[src/rtl/mem_arb_pkg.sv]
// mem_arb_pkg: shared widths, owner ids and FSM state type for mem_arbiter
package mem_arb_pkg;
  localparam int DATA_W = 16;
  localparam int ADDR_W = 16;
  localparam logic OWN_A = 1'b0;
  localparam logic OWN_B = 1'b1;
  typedef enum logic [1:0] {ST_IDLE, ST_ACCESS, ST_RESP} state_t;
endpackage

[src/rtl/rr_picker.sv]
// rr_picker: two-way round-robin winner select, owns the last_owner register
module rr_picker
  import mem_arb_pkg::*;
(
  input  logic clk,
  input  logic rst,
  input  logic req_a,
  input  logic req_b,
  input  logic update,
  output logic valid,
  output logic pick
);
  logic last_owner;
  always_ff @(posedge clk) begin
    if (rst) last_owner <= OWN_B;
    else if (update) last_owner <= pick;
  end
  always_comb begin
    valid = req_a | req_b;
    pick = (req_a & req_b) ? ~last_owner : (req_b ? OWN_B : OWN_A);
  end
endmodule

[src/rtl/mem_arbiter.sv]
// mem_arbiter: round-robin sharing of a single-port memory between ports A and B
module mem_arbiter #(
  parameter int DATA_W = mem_arb_pkg::DATA_W,
  parameter int ADDR_W = mem_arb_pkg::ADDR_W
) (
  input  logic              clk,
  input  logic              rst,
  input  logic              a_req,
  input  logic              a_we,
  input  logic [ADDR_W-1:0] a_addr,
  input  logic [DATA_W-1:0] a_wdata,
  output logic              a_ack,
  output logic [DATA_W-1:0] a_rdata,
  input  logic              b_req,
  input  logic              b_we,
  input  logic [ADDR_W-1:0] b_addr,
  input  logic [DATA_W-1:0] b_wdata,
  output logic              b_ack,
  output logic [DATA_W-1:0] b_rdata,
  output logic              mem_we,
  output logic [ADDR_W-1:0] mem_addr,
  output logic [DATA_W-1:0] mem_in,
  input  logic [DATA_W-1:0] mem_out
);
  import mem_arb_pkg::*;
  state_t state, state_nx;
  logic owner, cmd_we, valid, pick, start;
  logic [ADDR_W-1:0] cmd_addr;
  logic [DATA_W-1:0] cmd_wdata, a_rdata_q, b_rdata_q;
  rr_picker u_pick (
    .clk    (clk),
    .rst    (rst),
    .req_a  (a_req),
    .req_b  (b_req),
    .update (start),
    .valid  (valid),
    .pick   (pick)
  );
  always_ff @(posedge clk) begin
    if (rst) state <= ST_IDLE;
    else state <= state_nx;
  end
  always_comb begin
    start = (state == ST_IDLE) & valid;
    state_nx = start ? ST_ACCESS : (state == ST_ACCESS) ? ST_RESP : ST_IDLE;
    a_ack = (state == ST_RESP) & (owner == OWN_A) & ~rst;
    b_ack = (state == ST_RESP) & (owner == OWN_B) & ~rst;
    a_rdata = (a_ack & ~cmd_we) ? mem_out : a_rdata_q;
    b_rdata = (b_ack & ~cmd_we) ? mem_out : b_rdata_q;
    mem_we = (state == ST_ACCESS) & cmd_we & ~rst;
    mem_addr = cmd_addr;
    mem_in = cmd_wdata;
  end
  always_ff @(posedge clk) begin
    if (rst) begin
      owner <= OWN_A;
      cmd_we <= 1'b0;
      cmd_addr <= '0;
      cmd_wdata <= '0;
      a_rdata_q <= '0;
      b_rdata_q <= '0;
    end else begin
      if (start) begin
        owner <= pick;
        cmd_we <= pick ? b_we : a_we;
        cmd_addr <= pick ? b_addr : a_addr;
        cmd_wdata <= pick ? b_wdata : a_wdata;
      end
      if (a_ack & ~cmd_we) a_rdata_q <= mem_out;
      if (b_ack & ~cmd_we) b_rdata_q <= mem_out;
    end
  end
endmodule

[config.mk]
export PLATFORM = sky130hd
export DESIGN_NAME = mem_arbiter
export DESIGN_NICKNAME = d
export VERILOG_FILES = /design/src/rtl/mem_arb_pkg.sv /design/src/rtl/rr_picker.sv /design/src/rtl/mem_arbiter.sv
export SDC_FILE = /design/constraint.sdc
export NUM_CORES = 1
export LEC_CHECK = 0
export BUFFER_PORTS_ARGS = -buffer_cell sky130_fd_sc_hd__clkbuf_2
export CORE_AREA = 2 2 101 79
export DETAILED_ROUTE_END_ITERATION = 10
export DIE_AREA = 0 0 103 81
export GPL_TIMING_DRIVEN = 0
export PLACE_DENSITY_LB_ADDON = 0.1
export SLEW_MARGIN = 40
export SYNTH_ARGS = -nofsm -noshare
export SYNTH_HDL_FRONTEND = slang
export SYNTH_HIERARCHICAL = 1
export SYNTH_SLANG_ARGS = --single-unit
[constraint.sdc]
create_clock -name clk -period 2.4 [get_ports clk]
set_clock_uncertainty 0.15 [all_clocks]
set_input_delay 0.36 -clock clk [delete_from_list [all_inputs] [get_ports clk]]
set_output_delay 0.36 -clock clk [all_outputs]
set_load 0.02 [all_outputs]
==> metrics.cfg <==
[status]
outcome=finished, violations left
violations=setup timing

[sta]
min_period_ns=2.42
finalSetupViolCount=4
worst_slack_ns=-0.0191
relSlewSlack_pct=52.8
tightestPinTransition_ns=0.707
fin_crit_sh_pct=101
slew_viol_final=0
fmax_ghz=0.413
rsz0062_at_grt=yes
fin_setup_tns_ns=-0.0348
hold_viol=0

[die]
core_area_um2=7500
start_util_pct=41.0
die_y_um=81
die_area_um2=8340
die_x_um=103
ioPinCount=153
num_rows=28

[routing]
via_count=3070
firstDrtPassIters=4
wl_mm=8.73
via_per_inst=4.93
wl_per_cell_um=14.0
dr.first_iter.drc_count=81
ant_nets=0
drc=0

[layout]
multi_input_area_um2=1620
nNetsFinal=599
final_cells=623
syn2layout_area_growth_pct=46.6
fill_cells=713
register_area_um2=1390
drive_gt1_share_pct=46.3
antenna_cells=0

[clock_tree]
clockRootBuffer=clkbuf_8
h-tree-depth=3
clk_path_buf_depth=2
ctsHoldBuffers=0
cts.sinks=69
cts_tree=yes
clk_pin_slew_ns=0.07
worst_skew_pair.late_latency_ns=0.34
numCtsBuffers=9

[yosys]
async_flop_share_pct=0
synth_fp_nets=427
synth_cell_types=30
synthFlopType=dfxtp_1
synth_edf_count=0
synth_most_common_cell=dfxtp_1
synth_area_leaders=dfxtp_1 (45%), mux2i_1 (11%), a211oi_1 (8.1%), nor2_1 (4.2%), nand2_1 (3.9%)
netlist.area_leader.share_pct=44.9
synth_seq_cells=69
syn_inst=341
yosys_warnings=6
synth_top_area_cell=dfxtp_1
synth_area_um2=3070
seq_area_frac_synth_pct=44.9
syn_avg_cell_area_um2=9.02
ys_top_cells_by_count=dfxtp_1 (69), mux2i_1 (34), nor2_1 (34)

[setup_path]
critPathLaunchType=register
end_kind=output port
critPathKind=register to output port
crit_slowest_cell=or4b_4
regToRegStartpoint=u_pick/last_owner
cp_slowest_stage_delay_ns=0.60
path_cells=or4b_4, buf_4, o21ai_1, nand2_1, buf_2
r2r_slack_ns=0.49
r2r-end=mem_in[6]
crit_path_max_fanout=6
rr_worst_depth=5
crit_required_ns=1.89
worstPathArrival_ns=1.91

[min_path]
min-delay-start=rst
whs_path_depth=2
hold_end=u_pick/last_owner
hp-class=input pin to register

[global_routing]
grtUsageTotal_pct=21.2
grt_pass1_wl_mm=13.6
antenna_found_initial=0
grt_start_max_net_pins=13
grt_overflow=0
grt_pass1_vias=2787

[power]
report.power.total_w=0.00282
p_leak_nw=2.12
p_per_area_nw_per_um2=627
ir_drop_mv=0.342

[place]
dp.cells=598
place_hpwl_mm=6.39
place_congestion=0.775
port_buffers=152

[run]
maxCapViolations=0

## critical path, delay by kind of cell, from the launching register on
kind | cells | cell delay [ns]
compound gates | 1 | 0.16
buf+inv | 2 | 0.36
flops | 1 | 0.35
simple gates | 2 | 0.70
## stage by stage
step	utilization [%]	cell area (µm²)	hold slack (ns)	worst slack (ns)
finish	60.1	4510	0.0977	-0.0191
global route	60.1	4510	0.0829	-0.0739
CTS	58.8	4410	0.0754	-0.0176
detailed placement	52.9	3970	0.306	-0.0334
global placement	52.9	3970	0.302	-0.0146
floorplan	-	3070	0.297	0.320
## where the power goes
group | internal [W] | switching (W)
combinational | 0.000242 | 0.000372
clock | 0.000504 | 0.000444
sequential | 0.00122 | 0.0000413
total | 0.00197 | 0.000857
## metal layers
metal  vias to the layer above  wire [µm]  global-route usage, %
li1                       1559          -                      -
met1                      1402       4240                   31.0
met2                       101       3800                   31.1
met3                         8        622                   6.11
met4                         0         71                   4.34
met5                         -          0                      0
## final cells by class
class                           count  share of cell area (%)
Multi-Input combinational cell    239                    36.0
Clock buffer                       10                    3.05
Sequential cell                    69                    30.8
Tap cell                          105                    2.92
Timing Repair Buffer              162                    21.7
Clock inverter                      6                    1.39
Buffer                             29                    3.55
Inverter                            3                   0.555
## kinds of logic after synthesis
family | synth area share, %
AOI/OAI and AO/OA | 21.2
buffers and inverters | 5.86
DFF | 44.9
muxes | 11.1
and+or+nand+nor | 16.9
## state kept, by name (all words and copies together) (netlist names)
register	count
a_rdata_q	16
b_rdata_q	16
mem_addr	16
mem_in	16
state	2
cmd_we	1
owner	1
u_pick/last_owner	1
## placed cells by master, fill, tap and decap left out, drive strengths merged
cell	n
nand4bb	1
a21boi	1
nor4b	1
nand2	32
mux2i	34
a211oi	33
nor3b	2
nor2	34
nor2b	1
inv	1
or2	1
clkbuf	168
o21ai	32
and2	1
bufinv	1
nand3	32
a21oi	32
a211o	1
buf	33
clkinv	4
or4b	1
clkinvlp	3
dfxtp	69
## worst max-delay path by stage
stage	from	to	slack [ns]	depth (start not counted)
3_3_place_gp	rst	b_rdata[6]	-0.01	8
2_1_floorplan	rst	a_rdata[10]	0.32	7
4_1_cts	owner	a_rdata[11]	-0.02	7
3_5_place_dp	rst	b_rdata[6]	-0.03	8
6_report	owner	a_rdata[2]	-0.02	5
5_1_grt	owner	a_rdata[6]	-0.07	7
## repair_timing
item	CTS	global route
endpoints found under the setup margin	20	25
setup buffers	5	4
pin swaps	6	7
resized for setup	42	38
cloned	1	0
Note: power is estimated with default switching activity, not from simulation.
